$ cat src/rtl/mem_request_arbiter_if.sv
// ============================================================================
// Module      : mem_request_arbiter_if
// Description : Requestor-side and RAM-side signal bundle of the memory
//               request arbiter.
// Revision    : 1.0 - initial release
// ============================================================================
`default_nettype none

interface mem_request_arbiter_if #(
    parameter int NUM_CH = 2,
    parameter int ADDR_W = 32,
    parameter int DATA_W = 32
);
    localparam int c_GW = $clog2(NUM_CH);

    logic [NUM_CH-1:0]        req;
    logic [NUM_CH-1:0]        wen;
    logic [NUM_CH*ADDR_W-1:0] addr;
    logic [NUM_CH*DATA_W-1:0] wdata;
    logic [NUM_CH-1:0]        ready;
    logic [DATA_W-1:0]        rdata;
    logic [ADDR_W-1:0]        ram_addr;
    logic [DATA_W-1:0]        ram_wdata;
    logic                     ram_ren;
    logic                     ram_wen;
    logic [DATA_W-1:0]        ram_rdata;
    logic                     busy;
    logic [c_GW-1:0]          grant;

    // Arbiter side
    modport slave (
        input  req, wen, addr, wdata, ram_rdata,
        output ready, rdata, ram_addr, ram_wdata, ram_ren, ram_wen, busy, grant
    );

    // Requestor / RAM model side
    modport master (
        output req, wen, addr, wdata, ram_rdata,
        input  ready, rdata, ram_addr, ram_wdata, ram_ren, ram_wen, busy, grant
    );
endinterface

`default_nettype wire

$ cat src/rtl/mem_request_arbiter.sv
// ============================================================================
// Module      : mem_request_arbiter
// Description : Multi-channel request arbiter onto one fixed-latency RAM port.
//               Define RR_ARB_EN for round-robin, otherwise fixed priority.
// Revision    : 1.0 - initial release
// ============================================================================
`default_nettype none

module mem_request_arbiter #(
    parameter int NUM_CH  = 2,
    parameter int ADDR_W  = 32,
    parameter int DATA_W  = 32,
    parameter int RAM_LAT = 1
) (
    input  wire logic             clk,
    input  wire logic             rst,
    mem_request_arbiter_if.slave  bus
);
    localparam int         c_GW     = $clog2(NUM_CH);
    localparam logic [3:0] c_LAT_M1 = 4'(RAM_LAT - 1);

    typedef enum logic [1:0] {
        S_IDLE   = 2'd0,
        S_ACCESS = 2'd1,
        S_RESP   = 2'd2
    } state_t;

    state_t              r_state;
    logic [3:0]          r_cnt;
    logic                r_is_wr;
    logic [NUM_CH-1:0]   r_ready;
    logic [DATA_W-1:0]   r_rdata;
    logic [ADDR_W-1:0]   r_ram_addr;
    logic [DATA_W-1:0]   r_ram_wdata;
    logic                r_ram_ren;
    logic                r_ram_wen;
    logic                r_busy;
    logic [c_GW-1:0]     r_grant;

    logic                w_any;
    logic [c_GW-1:0]     w_winner;

`ifdef RR_ARB_EN
    logic [c_GW-1:0]     r_rr_ptr;
    int                  w_idx;

    // Descending scan so the lowest offset from the pointer is the final winner
    always_comb begin
        w_any    = 1'b0;
        w_winner = '0;
        w_idx    = 0;
        for (int k = NUM_CH - 1; k >= 0; k--) begin
            w_idx = int'(r_rr_ptr) + k;
            if (w_idx >= NUM_CH) begin
                w_idx = w_idx - NUM_CH;
            end
            if (bus.req[w_idx]) begin
                w_any    = 1'b1;
                w_winner = c_GW'(w_idx);
            end
        end
    end
`else
    always_comb begin
        w_any    = 1'b0;
        w_winner = '0;
        for (int k = NUM_CH - 1; k >= 0; k--) begin
            if (bus.req[k]) begin
                w_any    = 1'b1;
                w_winner = c_GW'(k);
            end
        end
    end
`endif

    always_ff @(posedge clk) begin
        if (rst) begin
            r_state     <= S_IDLE;
            r_cnt       <= '0;
            r_is_wr     <= 1'b0;
            r_ready     <= '0;
            r_rdata     <= '0;
            r_ram_addr  <= '0;
            r_ram_wdata <= '0;
            r_ram_ren   <= 1'b0;
            r_ram_wen   <= 1'b0;
            r_busy      <= 1'b0;
            r_grant     <= '0;
`ifdef RR_ARB_EN
            r_rr_ptr    <= '0;
`endif
        end else begin
            r_ready   <= '0;
            r_ram_ren <= 1'b0;
            r_ram_wen <= 1'b0;
            case (r_state)
                S_IDLE: begin
                    if (w_any) begin
                        r_ram_addr  <= bus.addr[int'(w_winner)*ADDR_W +: ADDR_W];
                        r_ram_wdata <= bus.wdata[int'(w_winner)*DATA_W +: DATA_W];
                        r_is_wr     <= bus.wen[w_winner];
                        r_ram_ren   <= ~bus.wen[w_winner];
                        r_ram_wen   <= bus.wen[w_winner];
                        r_cnt       <= c_LAT_M1;
                        r_busy      <= 1'b1;
                        r_grant     <= w_winner;
                        r_state     <= S_ACCESS;
                    end
                end
                S_ACCESS: begin
                    // Ready is registered here so it is visible during RESP
                    if (r_cnt == 4'd0) begin
                        if (!r_is_wr) begin
                            r_rdata <= bus.ram_rdata;
                        end
                        r_ready[r_grant] <= 1'b1;
                        r_busy           <= 1'b0;
                        r_state          <= S_RESP;
                    end else begin
                        r_cnt <= r_cnt - 4'd1;
                    end
                end
                S_RESP: begin
`ifdef RR_ARB_EN
                    r_rr_ptr <= (r_grant == c_GW'(NUM_CH - 1)) ? '0 : r_grant + 1'b1;
`endif
                    r_state  <= S_IDLE;
                end
                default: r_state <= S_IDLE;
            endcase
        end
    end

    assign bus.ready     = r_ready;
    assign bus.rdata     = r_rdata;
    assign bus.ram_addr  = r_ram_addr;
    assign bus.ram_wdata = r_ram_wdata;
    assign bus.ram_ren   = r_ram_ren;
    assign bus.ram_wen   = r_ram_wen;
    assign bus.busy      = r_busy;
    assign bus.grant     = r_grant;

endmodule

`default_nettype wire

$ cat src/flat_wrapper.sv
// flat-port wrapper written by rule: the top's interface ports become plain ports
module mem_request_arbiter_flat 
#(
    parameter int NUM_CH  = 2,
    parameter int ADDR_W  = 32,
    parameter int DATA_W  = 32,
    parameter int RAM_LAT = 1
)
  (clk, rst, bus_req, bus_wen, bus_addr, bus_wdata, bus_ram_rdata, bus_ready, bus_rdata, bus_ram_addr, bus_ram_wdata, bus_ram_ren, bus_ram_wen, bus_busy, bus_grant);
  mem_request_arbiter_if #(.NUM_CH(NUM_CH), .ADDR_W(ADDR_W), .DATA_W(DATA_W)) bus_i ();
  input  wire logic clk;
  input  wire logic rst;
  input wire logic [$bits(bus_i.req)-1:0] bus_req;
  input wire logic [$bits(bus_i.wen)-1:0] bus_wen;
  input wire logic [$bits(bus_i.addr)-1:0] bus_addr;
  input wire logic [$bits(bus_i.wdata)-1:0] bus_wdata;
  input wire logic [$bits(bus_i.ram_rdata)-1:0] bus_ram_rdata;
  output wire logic [$bits(bus_i.ready)-1:0] bus_ready;
  output wire logic [$bits(bus_i.rdata)-1:0] bus_rdata;
  output wire logic [$bits(bus_i.ram_addr)-1:0] bus_ram_addr;
  output wire logic [$bits(bus_i.ram_wdata)-1:0] bus_ram_wdata;
  output wire logic [$bits(bus_i.ram_ren)-1:0] bus_ram_ren;
  output wire logic [$bits(bus_i.ram_wen)-1:0] bus_ram_wen;
  output wire logic [$bits(bus_i.busy)-1:0] bus_busy;
  output wire logic [$bits(bus_i.grant)-1:0] bus_grant;
  assign bus_i.req = bus_req;
  assign bus_i.wen = bus_wen;
  assign bus_i.addr = bus_addr;
  assign bus_i.wdata = bus_wdata;
  assign bus_i.ram_rdata = bus_ram_rdata;
  assign bus_ready = bus_i.ready;
  assign bus_rdata = bus_i.rdata;
  assign bus_ram_addr = bus_i.ram_addr;
  assign bus_ram_wdata = bus_i.ram_wdata;
  assign bus_ram_ren = bus_i.ram_ren;
  assign bus_ram_wen = bus_i.ram_wen;
  assign bus_busy = bus_i.busy;
  assign bus_grant = bus_i.grant;
  mem_request_arbiter #(.NUM_CH(NUM_CH), .ADDR_W(ADDR_W), .DATA_W(DATA_W), .RAM_LAT(RAM_LAT)) u_core (.clk(clk), .rst(rst), .bus(bus_i));
endmodule
$ cat config.mk
export PLATFORM = sky130hd
export DESIGN_NAME = mem_request_arbiter_flat
export DESIGN_NICKNAME = d
export VERILOG_FILES = /design/src/rtl/mem_request_arbiter_if.sv /design/src/rtl/mem_request_arbiter.sv /design/src/flat_wrapper.sv
export SDC_FILE = /design/constraint.sdc
export NUM_CORES = 1
export LEC_CHECK = 0
export ABC_AREA = 1
export CELL_PAD_IN_SITES_DETAIL_PLACEMENT = 1
export CELL_PAD_IN_SITES_GLOBAL_PLACEMENT = 1
export CORE_ASPECT_RATIO = 0.8
export CORE_MARGIN = 2
export CORE_UTILIZATION = 25
export DETAILED_ROUTE_END_ITERATION = 10
export GPL_ROUTABILITY_DRIVEN = 1
export PLACE_DENSITY = 0.86
export SYNTH_ARGS = -nofsm -noshare
export SYNTH_HDL_FRONTEND = slang
export SYNTH_SLANG_ARGS = --single-unit
$ cat constraint.sdc
create_clock -name clk -period 2.2 [get_ports clk]
set_clock_uncertainty 0.05 [all_clocks]
set_input_delay 0.22 -clock clk [delete_from_list [all_inputs] [get_ports clk]]
set_output_delay 0.22 -clock clk [all_outputs]
set_load 0.02 [all_outputs]
**After elaboration in Yosys (flattened, before gate mapping)**

Index checks and enable logic that the tools add are counted.

- Eq/ne operators: 4
- Bitwise operators: 6
- Order comparisons: 3
- Muxes and demuxes: 16
- Reduce and logical (&&, ||, !) cells: 11
- Shift-type cells: 2
- Add/sub/neg operators: 1

Operator list:

| cell | number |
|---|---|
| $shiftx 64x7->32 | 2 |
| $reduce_and 3->1 | 3 |
| $mux 1 | 8 |
| $mux 4 | 2 |
| $pmux 4 s2 | 1 |
| $not 1->1 | 6 |
| $reduce_or 3->1 | 2 |
| $logic_not 4->1 | 1 |
| $lt 1x2->1 const B | 2 |
| $mux 2 | 2 |
| $ne 2x1->1 const B | 2 |
| $pmux 2 s2 | 1 |
| $reduce_and 2->1 | 2 |
| $sub 4x1->4 const B | 1 |
| $eq 2x1->1 const B | 1 |
| $logic_not 2->1 | 1 |
| $ne 2x2->1 const B | 1 |
| $pmux 1 s2 | 1 |
| $reduce_bool 2->1 | 1 |
| $demux 1 s1 | 1 |
| $ge 1x1->1 const B | 1 |
| $logic_and 1x1->1 | 1 |

- Input port bits: 166
- Output and inout bits: 102
- Register bits: 109

**Depth between registers and ports, before layout**

- Word-level depth: 5
- Gate-level depth with buffers: 9
- Mapped depth without buffers: 8

**Least setup slack after synthesis**

Ideal clock, no wire load.

- Path type: reg2reg
- From: reg u_core.r_cnt[0]
- To: reg u_core.r_rdata[10] (netlist: u_core.bus.rdata[10])
- Clock period less this slack: 1355 ps
- Setup slack: 845 ps
- Arrival: 1189 ps
- Buffers on the path: 1
- Stages on the path, launching flop included: 9
- Cells stage by stage: dfxtp_1 > inv_1 > ha_1 > nand2_1 > nor2_1 > nand2_2 > clkbuf_1 > o21ai_0 > nor2_1

- Longest elaborated chain between the ends: 2

Ends and longest elaborated chain:

| item | line | source |
|---|---|---|
| from (decl) | mem_request_arbiter.sv:29 | `logic [3:0] r_cnt;` |
| from (signal assigned) | mem_request_arbiter.sv:104 | `r_cnt <= c_LAT_M1;` |
| from (signal assigned) | mem_request_arbiter.sv:120 | `r_cnt <= r_cnt - 4'd1;` |
| $logic_not 4->1 | mem_request_arbiter.sv:112 | `if (r_cnt == 4'd0) begin` |
| $reduce_and 3->1 (no source line) | n/a |  |
| to (signal assigned) | mem_request_arbiter.sv:114 | `r_rdata <= bus.ram_rdata;` |
| to (decl) | mem_request_arbiter.sv:32 | `logic [DATA_W-1:0] r_rdata;` |

Every way passes these cells.
A chain may end at the register's enable or synchronous reset.

**Final worst setup path**

- From: reg u_core.r_grant (netlist: u_core.bus.grant)
- To: out bus_grant

RTL lines:

| item | line | source |
|---|---|---|
| from (decl) | mem_request_arbiter.sv:38 | `logic [c_GW-1:0] r_grant;` |
| from (signal assigned) | mem_request_arbiter.sv:106 | `r_grant <= w_winner;` |
| to (decl) | flat_wrapper.sv:25 | `output wire logic [$bits(bus_i.grant)-1:0] bus_grant;` |

No word-level cell between the ends.

==> run_results.csv <==
group,metric,value,unit
yosys,seq_area_frac_synth,46.59,%
detailed_routing,drt_iter0_drc,197,
worst_setup_path,crit_path_max_fanout,4,
worst_setup_path,cp-end-kind,"output pin",
clock_network,cts-resized-gates,0,
clock_network,clkSlewWorstSetupHoldPaths,80,ps
final_layout,fin_area,7899,um^2
detailed_routing,drcViolationCount,0,
power_and_ir_drop,powerDensity,824.0,nW/um^2
timing,fin_setup_tns,0,ps
final_layout,nNetsFinal,1115,
worst_setup_path,max_stage_delay,660,ps
final_layout,layout-drive-gt1-share,4.202,%
yosys,ys_types,20,
yosys,syn_inst,703,
worst_hold_path,min_path_type,"primary input to flip-flop",
worst_setup_path,cp-start-kind,"flip-flop",
floorplan,core-area,18280,um^2
worst_setup_path,critPathKind,"flip-flop to output pin",
timing,report.final.slew_viol_count,0,
worst_setup_path,crit_slowest_cell,"clkdlybuf4s50_1",
detailed_routing,antenna_left,0,
yosys,ys.flop_type,"dfxtp_1",
global_routing,grt_max_degree,73,
timing,setup_viol,0,
timing,min_period,1651,ps
yosys,synth_nets,871,
detailed_routing,via_count,5267,
clock_network,post_cts_buffers,0,
timing,slew_headroom,48.44,%
final_layout,syn_to_final_growth,68.66,%
yosys,ys_ff_latch,109,
yosys,yosysTopAreaCell,"dfxtp_1",
yosys,yosysMostFrequentCell,"nand2_1",
floorplan,num_rows,44,
detailed_routing,wirelength,16800,um
yosys,synthTopCellsByCount,"nand2_1, dfxtp_1, nor2_1, a21oi_1, o21ai_0",
final_layout,final_core_util,43.22,%
global_routing,grt_pass1_wl,26700,um
timing,hold_viol_final,0,
yosys,yosys-top-cells-area,"dfxtp_1, nand2_1, a21oi_1, nor2_1, o21ai_0",
floorplan,die_h,126.4,um
power_and_ir_drop,vdd_drop_max,0.4134,mV
clock_network,cts-root-buf,"clkbuf_16",
timing,rsz0062_at_grt,"no",
worst_setup_path,crit_buf_inv,1,
global_routing,overflow,0,
power_and_ir_drop,leakage,0.003278,uW
timing,tightest_slew,773.3,ps
yosys,async_flop_share,0,%
worst_setup_path,worstPathCellList,"clkdlybuf4s50_1",
detailed_routing,wire_per_inst,13.93,um
timing,fin_crit_sh,75.05,%
clock_network,cts_num_sinks,109,
timing,fmax,0.6056,GHz
yosys,synth_warnings,0,
placed_design,post-dp-hpwl,12420,um
yosys,synth_edf_count,0,
final_layout,num-fill-cells,2319,
clock_network,clockBufferDepth,2,
final_layout,multi_input_area,2202,um^2
clock_network,cts_tree,"yes",
outcome,status,"finished, final reports clean",
final_layout,seq_area,2182,um^2
clock_network,ctsHoldBuffers,0,
floorplan,die_w,157.0,um
worst_setup_path,arrival,1380,ps
power_and_ir_drop,finalPower,6509,uW
yosys,synth.avg_cell_area,6.662,um^2
clock_network,clock_latency,350,ps
clock_network,h-tree-depth,3,
yosys,synth.top_cell.area_share,46.59,%
detailed_routing,drtPass1Iterations,4,
global_routing,antenna_found_initial,1,
floorplan,start_util,25.62,%
detailed_routing,via_per_inst,4.367,
floorplan,io_pins,268,
job,max_cap_viol_count,0,
clock_network,cts_buffers,9,
placed_design,place_congestion,0.7689,
placed_design,post_dp_cell_area,7566,um^2
worst_setup_path,critPathTopFamily,"buffers and inverters",
global_routing,grt_pass1_vias,5305,
global_routing,grt_use_total,16.77,%
yosys,netlist_area,4683,um^2
placed_design,portBuffers,267,
worst_setup_path,crit_required,1930,ps
timing,timing.hold.ws,360.8,ps
floorplan,die-area,19850,um^2
metrics by stage:
stage / std cells / setup slack, ps
global placement: 1189 / 411.5
CTS: 1205 / 506.1
global route: 1206 / 376.7
finish: 1206 / 548.8
floorplan: 703 / 845.2
detailed placement: 1189 / 341.7
cell usage in the layout (no fill, tap or decap), types with 6 or more instances in the layout:
cell type          n
nand2_1          339
clkdlybuf4s50_1  266
dfxtp_1          109
nor2_1            74
a21oi_1           69
o21ai_0           34
clkbuf_16          9
inv_1              8
nand3_1            8
inv_2              6
buf_4              6
where the power goes:
part / switching (uW) / internal (uW)
logic: 1220 / 1050
clock network: 793 / 1020
registers: 157 / 2270
total: 2170 / 4340
sequential cells by signal, summed over array words and instances, names as in the netlist:
register	count
u_core.bus.ram_addr	32
u_core.bus.ram_wdata	32
u_core.bus.rdata	32
u_core.r_cnt	4
u_core.bus.ready	2
u_core.r_state	2
u_core.bus.busy	1
u_core.bus.grant	1
u_core.bus.ram_ren	1
u_core.bus.ram_wen	1
u_core.r_is_wr	1
worst paths after layout:
check | from | to | slack (ps) | depth (start not counted)
worst max-delay path | u_core.bus.grant | bus_grant | 550 | 1
worst min-delay path | rst | u_core.bus.busy | 360 | 4
worst max register to register | u_core.r_cnt[0] | u_core.bus.rdata[31] | 560 | 9
worst min register to register | u_core.bus.ram_wdata[14] | u_core.bus.ram_wdata[14] | 420 | 2
cells by family after synthesis:
logic type / share of synthesized area [%]
AO/OA/AOI/OAI: 11.35
adder cells (fa/ha/maj): 0.5342
buffers and inverters: 6.385
flip-flops: 46.59
AND/OR/NAND/NOR: 35.13
layout make-up:
type / instances / area share (%)
Antenna cell: 1 / 0.03168
Clock buffer: 9 / 2.851
Clock inverter: 7 / 1.331
Inverter: 14 / 0.6653
Multi-Input combinational cell: 535 / 27.88
Sequential cell: 109 / 27.63
Tap cell: 253 / 4.008
Timing Repair Buffer: 278 / 35.61
layer usage:
metal	global-route usage, %	share of wire, %	wire length (um)	vias to the layer above
met5	0	0	0	-
met4	4.385	1.3	219	0
li1	-	-	-	2669
met1	19.27	42	7024	2407
met3	7.004	10	1717	15
met2	28.79	47	7834	176
No activity file was read; power rests on OpenSTA's default activity.
